$ cat src/rtl/dmem_arbiter.sv
// dmem_arbiter
//   Shares the single-port data memory between the core load/store path and a
//   DMA/loader port. One memory command per cycle. The CPU has priority, the DMA
//   is protected against starvation by a streak counter, and a DMA burst can lock
//   the memory with i_dma_lock. Read data comes back one cycle after the grant and
//   is steered to the port that issued the read.
//
// Ports
//   clk, rst                    clock (rising edge), asynchronous active-high reset
//   i_cpu_req/we/addr/wdata     core access request, store flag, address, store data
//   o_cpu_stall                 core request lost arbitration this cycle
//   o_cpu_rdata/o_cpu_rvalid    load data, valid one cycle after the granted load
//   i_dma_req/we/lock/addr/wdata DMA request, write flag, burst lock, address, data
//   o_dma_gnt                   DMA command accepted this cycle
//   o_dma_rdata/o_dma_rvalid    DMA read data, valid one cycle after the granted read
//   o_mem_en/we/addr/wdata      memory command
//   i_mem_rdata                 memory read data, one cycle after a read command

module dmem_arbiter #(
  parameter int unsigned DATA_WIDTH    = 32,
  parameter int unsigned ADDRESS_WIDTH = 32,
  parameter int unsigned STARVE_LIMIT  = 4
) (
  input  logic                     clk,
  input  logic                     rst,
  // Core port
  input  logic                     i_cpu_req,
  input  logic                     i_cpu_we,
  input  logic [ADDRESS_WIDTH-1:0] i_cpu_addr,
  input  logic [DATA_WIDTH-1:0]    i_cpu_wdata,
  output logic                     o_cpu_stall,
  output logic [DATA_WIDTH-1:0]    o_cpu_rdata,
  output logic                     o_cpu_rvalid,
  // DMA port
  input  logic                     i_dma_req,
  input  logic                     i_dma_we,
  input  logic                     i_dma_lock,
  input  logic [ADDRESS_WIDTH-1:0] i_dma_addr,
  input  logic [DATA_WIDTH-1:0]    i_dma_wdata,
  output logic                     o_dma_gnt,
  output logic [DATA_WIDTH-1:0]    o_dma_rdata,
  output logic                     o_dma_rvalid,
  // Memory port
  output logic                     o_mem_en,
  output logic                     o_mem_we,
  output logic [ADDRESS_WIDTH-1:0] o_mem_addr,
  output logic [DATA_WIDTH-1:0]    o_mem_wdata,
  input  logic [DATA_WIDTH-1:0]    i_mem_rdata
);

  localparam logic [1:0] S_IDLE   = 2'd0;
  localparam logic [1:0] S_CPU    = 2'd1;
  localparam logic [1:0] S_DMA    = 2'd2;
  localparam logic [1:0] S_DMA_LK = 2'd3;

  localparam logic [3:0] LIMIT = 4'(STARVE_LIMIT);

  logic [1:0]            r_state, w_state_d;
  logic [3:0]            r_streak, w_streak_d;
  logic                  w_cpu_grant, w_dma_grant;
  logic                  w_rd_issue;
  logic                  r_rd_pend;   // a read was issued last cycle
  logic                  r_rd_dma;    // destination of that read: 1 = DMA
  logic [DATA_WIDTH-1:0] r_cpu_rdata, r_dma_rdata;

  // Grant decision, in priority order: locked burst, starvation, CPU, DMA.
  always_comb begin
    w_cpu_grant = 1'b0;
    w_dma_grant = 1'b0;
    if (r_state == S_DMA_LK && i_dma_req) begin
      w_dma_grant = 1'b1;
    end else if (r_streak == LIMIT && i_dma_req) begin
      w_dma_grant = 1'b1;
    end else if (i_cpu_req) begin
      w_cpu_grant = 1'b1;
    end else if (i_dma_req) begin
      w_dma_grant = 1'b1;
    end
  end

  always_comb begin
    w_state_d = S_IDLE;
    if (w_cpu_grant) begin
      w_state_d = S_CPU;
    end else if (w_dma_grant) begin
      w_state_d = i_dma_lock ? S_DMA_LK : S_DMA;
    end
  end

  // Count consecutive CPU wins while the DMA is waiting; saturates at 15.
  always_comb begin
    w_streak_d = r_streak;
    if (!i_dma_req || w_dma_grant) begin
      w_streak_d = 4'd0;
    end else if (w_cpu_grant && r_streak != 4'hF) begin
      w_streak_d = r_streak + 4'd1;
    end
  end

  // Memory command: the winner's fields. Address/data follow the DMA when idle.
  always_comb begin
    o_mem_en    = w_cpu_grant | w_dma_grant;
    o_mem_we    = w_cpu_grant ? i_cpu_we : (w_dma_grant & i_dma_we);
    o_mem_addr  = w_cpu_grant ? i_cpu_addr : i_dma_addr;
    o_mem_wdata = w_cpu_grant ? i_cpu_wdata : i_dma_wdata;
  end

  assign o_cpu_stall = i_cpu_req & ~w_cpu_grant;
  assign o_dma_gnt   = w_dma_grant;
  assign w_rd_issue  = o_mem_en & ~o_mem_we;

  // Read return: the memory data is forwarded in the rvalid cycle and captured
  // so that rdata stays stable until the next rvalid for that port.
  assign o_cpu_rvalid = r_rd_pend & ~r_rd_dma;
  assign o_dma_rvalid = r_rd_pend & r_rd_dma;
  assign o_cpu_rdata  = o_cpu_rvalid ? i_mem_rdata : r_cpu_rdata;
  assign o_dma_rdata  = o_dma_rvalid ? i_mem_rdata : r_dma_rdata;

  always_ff @(posedge clk or posedge rst) begin
    if (rst) begin
      r_state     <= S_IDLE;
      r_streak    <= 4'd0;
      r_rd_pend   <= 1'b0;
      r_rd_dma    <= 1'b0;
      r_cpu_rdata <= '0;
      r_dma_rdata <= '0;
    end else begin
      r_state   <= w_state_d;
      r_streak  <= w_streak_d;
      r_rd_pend <= w_rd_issue;
      r_rd_dma  <= w_dma_grant;
      if (o_cpu_rvalid) begin
        r_cpu_rdata <= i_mem_rdata;
      end
      if (o_dma_rvalid) begin
        r_dma_rdata <= i_mem_rdata;
      end
    end
  end

endmodule

$ cat config.mk
export PLATFORM = sky130hd
export DESIGN_NAME = dmem_arbiter
export DESIGN_NICKNAME = d
export VERILOG_FILES = /design/src/rtl/dmem_arbiter.sv
export SDC_FILE = /design/constraint.sdc
export NUM_CORES = 1
export LEC_CHECK = 0
export CORE_AREA = 2 2 117 119
export CTS_BUF_LIST = sky130_fd_sc_hd__clkbuf_8
export DETAILED_ROUTE_END_ITERATION = 12
export DIE_AREA = 0 0 119 121
export GPL_ROUTABILITY_DRIVEN = 0
export HOLD_SLACK_MARGIN = 0.08
export PLACE_DENSITY = 0.71
export SLEW_MARGIN = 20
export SYNTH_ARGS = -nofsm -noshare
export SYNTH_HDL_FRONTEND = slang
export SYNTH_SLANG_ARGS = --single-unit
export TNS_END_PERCENT = 5
$ cat constraint.sdc
create_clock -name clk -period 3.5 [get_ports clk]
set_clock_uncertainty 0.2 [all_clocks]
set_input_delay 0.7 -clock clk [delete_from_list [all_inputs] [get_ports clk]]
set_output_delay 0.7 -clock clk [all_outputs]
set_load 0.02 [all_outputs]
==> results of run 1 <==
## flip-flops by register name, summed over array words and instances, names as in the netlist
name         cells
r_cpu_rdata     32
r_dma_rdata     32
r_rd_dma         1
r_rd_pend        1
r_state          2
r_streak         4
## kinds of logic (layout without fill, tap and decap cells)
group,count (synthesis),after routing
simple gates,21,21
compound gates,6,6
mux,129,129
buf+inv,21,334
xor+xnor,1,1
flops,72,72
fa+ha+maj,2,2
## report_power, final
| part | internal (µW) | switching [µW] |
|---|---|---|
| Sequential | 1010 | 45.4 |
| Clock | 468 | 305 |
| Combinational | 768 | 645 |
| Total | 2250 | 995 |
## through the flow
step	setup TNS, ns	power (µW)	instance area (µm²)	util
floorplan	0	1770	3660	-
global placement	-2.64	2510	6930	0.529
detailed placement	-6.01	2540	6930	0.529
CTS	0	3290	7090	0.541
global route	-0.00539	3400	7090	0.542
finish	0	3240	7090	0.542
## worst max-delay path, cell delays in order
cell	delay (ns)
clkdlybuf4s50_1	0.52
nand4b_1	0.20
nand3_4	0.17
buf_12	0.22
mux2_2	0.36
dlygate4sd2_1	0.33
## per-layer routing
| layer | vias to the layer above | global-route usage |
|---|---|---|
| li1 | 1514 | - |
| met1 | 1549 | 0.189 |
| met2 | 152 | 0.332 |
| met3 | 18 | 0.0522 |
| met4 | 0 | 0.0565 |
| met5 | - | 0 |
## placed cells by master (no fill, tap or decap), types with 2 or more instances in the layout
| cell type | synthesis | final |
|---|---|---|
| a31oi_1 | 3 | 3 |
| buf_4 | 0 | 12 |
| dfrtp_1 | 72 | 72 |
| nor2_1 | 4 | 4 |
| mux2_2 | 101 | 101 |
| nor3_1 | 2 | 2 |
| mux2_4 | 27 | 27 |
| o2bb2ai_1 | 2 | 2 |
| dlygate4sd2_1 | 0 | 61 |
| clkbuf_8 | 0 | 9 |
| nand3_1 | 3 | 3 |
| nand2_1 | 5 | 5 |
| ha_1 | 2 | 2 |
| clkdlybuf4s50_1 | 0 | 235 |
| buf_12 | 0 | 3 |
| bufinv_16 | 0 | 3 |
| inv_1 | 7 | 7 |
## cell type report
type                       instances  area share
clock buffer                       9      0.0175
clock inverter                     6      0.0155
inverter                           7     0.00371
multi-input combinational        159       0.248
sequential                        72       0.254
tap                              176      0.0311
timing repair buffer             312       0.430
## path summary, 6_finish.rpt
path | startpoint | endpoint | slack [ns] | cells after the start
max | i_dma_req | o_mem_addr[1] | 0.08 | 6
min reg2reg | r_dma_rdata[15] | r_dma_rdata[15] | 0.30 | 1
min in group asynchronous | rst | r_cpu_rdata[2] | 0.41 | 2
max reg2reg | r_streak[0] | r_rd_pend | 1.81 | 6
max in group asynchronous | rst | r_dma_rdata[25] | 1.96 | 3
min | r_dma_rdata[15] | r_dma_rdata[15] | 0.30 | 1
## what timing repair did
action                                 in CTS  in global routing
setup buffers                               0                  0
resized for setup                          61                  1
endpoints found under the hold margin       0                  0
setup endpoints to repair                  61                  2
pin swaps                                   0                  1
==> results_dict.tcl, run 1 <==
set metrics [dict create \
    status "finished clean" \
    via_per_inst 4.36 \
    tightest_slew_ns 0.442 \
    hpwl_um 10700 \
    grt_pass1_vias 3607 \
    cts_buffer_depth 2 \
    cts_sinks 72 \
    synthAdderAreaFrac 0.00683 \
    crit_path_end_kind "output pin" \
    die_area_um2 14400 \
    vias 3233 \
    clockRootBuffer "clkbuf_8" \
    synth.most_common_cell "mux2_2" \
    power_density_nw_per_um2 457 \
    dp_slack_ns -0.164 \
    ir_drop_mv 0.217 \
    ys_warn_count 0 \
    synth_cell_types 24 \
    cts.clk_slew.worst_paths_ns 0.07 \
    area_growth_syn_to_layout_pct 93.5 \
    placed_cells 726 \
    wirelength_met1_um 4650 \
    ant_nets 0 \
    setup_viol 0 \
    synthTopCellsByArea "dfrtp_1, mux2_2, mux2_4, buf_2, buf_6" \
    wl_per_cell_um 17.6 \
    nets 730 \
    crit_arrival_ns 2.52 \
    drc 0 \
    chipHeight_um 121 \
    ys_seq_elements 72 \
    multi_input_area_um2 1760 \
    postSynthCellCount 252 \
    min_path_type "reg -> reg" \
    start_util 0.280 \
    period_share 0.976 \
    grt_pass1_wl_um 19700 \
    fillers 1134 \
    fin_crit_ns 3.42 \
    synth_xor_area_frac 0.00239 \
    postCtsHoldBufs 0 \
    synth.net_count 421 \
    synth_compound_area_frac 0.0120 \
    synth-simple-area-share 0.0304 \
    avgSynthCellArea_um2 14.5 \
    drt_wl_total_um 13000 \
    gr-total-overflow 0 \
    antenna_cells 0 \
    drtIter0Drc 155 \
    p_leak_uw 0.00305 \
    max_freq_mhz 293 \
    io_pins 301 \
    dr_wl_met3_um 911 \
    slew_violations 0 \
    drtPass1Iterations 4 \
    insertion_delay_ns 0.33 \
    top_layer_used "met4" \
    holdWs_ns 0.297 \
    cts_buffers 9 \
    grt_max_degree 37 \
    crit_type "in -> out" \
    seq_area_um2 1800 \
    synth_top_family_by_area "multiplexers" \
    synthesis.area_um2 3660 \
    cp-start-kind "input pin" \
    antenna_found_initial 0 \
    grtUsageTotal 0.177 \
    die_w_um 119 \
    tritoncts "done" \
    instances_no_fill 741 \
    synthTopCellsByCount "mux2_2, dfrtp_1, mux2_4" \
    cp_data_required_time_ns 2.60 \
    synth_top_area_frac 0.492 \
    synth_top_area_cell "dfrtp_1" \
    wl_met2_um 7180 \
    synthArstFlopShare 1.00 \
    final_hold_viol_count 0 \
    synthFlopType "dfrtp_1" \
    path_max_fanout 24 \
    relSlewSlack 0.706 \
    rsz0062_at_grt "true" \
    synth_edf_count 0 \
    muxShareOfSynthArea 0.424 \
    setup_slack_ns 0.0825 \
    max_cap_violations 0 \
    core-area_um2 13100 \
    io_buffers 300 \
    drive_above_1_share 0.285 \
    cts_max_level 3 \
    yosysSeqAreaShare 0.492 \
    rows 42 \
]
No activity file was read; power rests on OpenSTA's default activity.
==> inputs of run 2 (changes only) <==
CAP_MARGIN = 20   (was default)
clock period = 4.15 ns   (was 3.5 ns; I/O delays follow)
==> run 2 against run 1 <==
  * Non-clock buffer count decreased by 2
  * Sequential share of layout area decreased by 0.12 points
  * Register-to-register slack improved by 0.54 ns
  * Global-route usage increased by 0.072 points
  * Sequential power decreased by 16%
  * Highest routed layer unchanged
==> results_dict.tcl, run 2 (synthesis results as in run 1) <==
set metrics [dict create \
    cp_common_cell "clkdlybuf4s50_1" \
    postCtsHoldBufs 0 \
    crit_type "in -> out" \
    status "finished clean" \
    drt_wl_total_um 13300 \
    cts.clk_slew.worst_paths_ns 0.07 \
    io_pins 301 \
    antenna_found_initial 1 \
    core-area_um2 13100 \
    whs_path_depth 1 \
    start_util 0.280 \
    cts_setup_buffers 0 \
    crit_arrival_ns 3.00 \
    rrSetupSlack_ns 2.35 \
    p_leak_uw 0.00293 \
    max_cap_violations 0 \
    clockRootBuffer "clkbuf_8" \
    period_share 0.972 \
    hold_start "r_dma_rdata[7]" \
    cts_max_level 3 \
    grt_pass1_wl_um 19800 \
    setup-tns-final_ns 0 \
    setup_viol 0 \
    rsz0062_at_grt "false" \
    grt_pass1_vias 3678 \
    die_w_um 119 \
    fillers 1099 \
    drc 0 \
    min_path_type "reg -> reg" \
    final_cell_mix "clkdlybuf4s50_1, mux2_2, dfrtp_1, mux2_4, buf_4" \
    gr-total-overflow 0 \
    slew_violations 0 \
    grt_max_degree 29 \
    tightest_slew_ns 0.539 \
    wl_per_cell_um 17.9 \
    grtUsageTotal 0.177 \
    insertion_delay_ns 0.33 \
    crit_path_cell_trace "clkdlybuf4s50_1 > nand4b_1 > nand3_4 > buf_4 > mux2_2 > clkdlybuf4s50_1" \
    tritoncts "done" \
    placed_cell_area_um2 6900 \
    cts_buffers 9 \
    rr_worst_depth 3 \
    path_delay_family "buffers and inverters" \
    worst-path-buf-inv 3 \
    max_freq_mhz 248 \
    drtPass1Iterations 4 \
    drive_above_1_share 0.284 \
    die_area_um2 14400 \
    via_per_inst 4.43 \
    reg2reg_to "r_cpu_rdata[30]" \
    hpwl_um 10800 \
    power_density_nw_per_um2 383 \
    holdWs_ns 0.296 \
    mostFrequentLayoutCell "clkdlybuf4s50_1" \
    slowest_stage "clkdlybuf4s50_1" \
    slowest_delay_ns 0.57 \
    area_growth_syn_to_layout_pct 94.4 \
    final_area_um2 7120 \
    rr_startpoint "r_rd_dma" \
    fin_crit_ns 4.03 \
    path_max_fanout 20 \
    nets 728 \
    ant_nets 0 \
    cp_data_required_time_ns 3.12 \
    final_hold_viol_count 0 \
    io_buffers 300 \
    drtIter0Drc 119 \
    ir_drop_mv 0.157 \
    cp-start-kind "input pin" \
    cts_resized 0 \
    rows 42 \
    vias 3280 \
    chipHeight_um 121 \
    largestRegisters "r_cpu_rdata x32, r_dma_rdata x32, r_streak x4" \
    holdPathEnd "r_dma_rdata[7]" \
    relSlewSlack 0.640 \
    cts_sinks 72 \
    cts_buffer_depth 2 \
    crit_path_end_kind "output pin" \
]
-- run 2: how the worst max path moves through the flow --
stage	start	to	depth (start not counted)
after detailed placement	i_dma_req	o_mem_wdata[0]	6
after global routing	i_dma_req	o_mem_wdata[0]	6
final	i_dma_req	o_mem_wdata[0]	6
after floorplan	rst	r_cpu_rdata[0]	1
after CTS	i_dma_req	o_mem_wdata[0]	6
after global placement	i_dma_req	o_mem_addr[13]	6
-- run 2: where the power goes --
part           switching (µW)  internal (µW)  leakage, µW  total [µW]
combinational             544            681      0.00197        1230
sequential               38.6            852     0.000852         891
clock                     263            352     0.000108         614
total                     846           1890      0.00293        2730
-- run 2: layer usage --
layer | up-vias | routed length, µm | GRT usage | part of all wire
met5 | - | 0 | 0 | 0
met4 | 0 | 244 | 0.0506 | 0.018
met3 | 16 | 897 | 0.0470 | 0.068
met2 | 151 | 7310 | 0.335 | 0.55
met1 | 1597 | 4820 | 0.194 | 0.36
li1 | 1516 | - | - | -
-- run 2: layout make-up --
type                            count  area [µm²]  area share
Timing Repair Buffer              310        3100       0.435
Multi-Input combinational cell    159        1760       0.247
Inverter                            7        26.3     0.00369
Antenna cell                        1        2.50    0.000351
Clock buffer                       10         138      0.0193
Sequential cell                    72        1800       0.253
Clock inverter                      5        81.3      0.0114
Tap cell                          176         220      0.0309
-- run 2: through the flow --
| step | setup WS, ns | total power (µW) | utilization | instances |
|---|---|---|---|---|
| 3_5_place_dp | 0.111 | 2140 | 0.527 | 724 |
| 5_1_grt | 0.00686 | 2870 | 0.544 | 740 |
| 4_1_cts | 0.104 | 2780 | 0.544 | 739 |
| 2_1_floorplan | 1.30 | 1490 | - | 252 |
| 3_3_place_gp | 0.220 | 2120 | 0.527 | 724 |
| 6_report | 0.115 | 2730 | 0.544 | 740 |
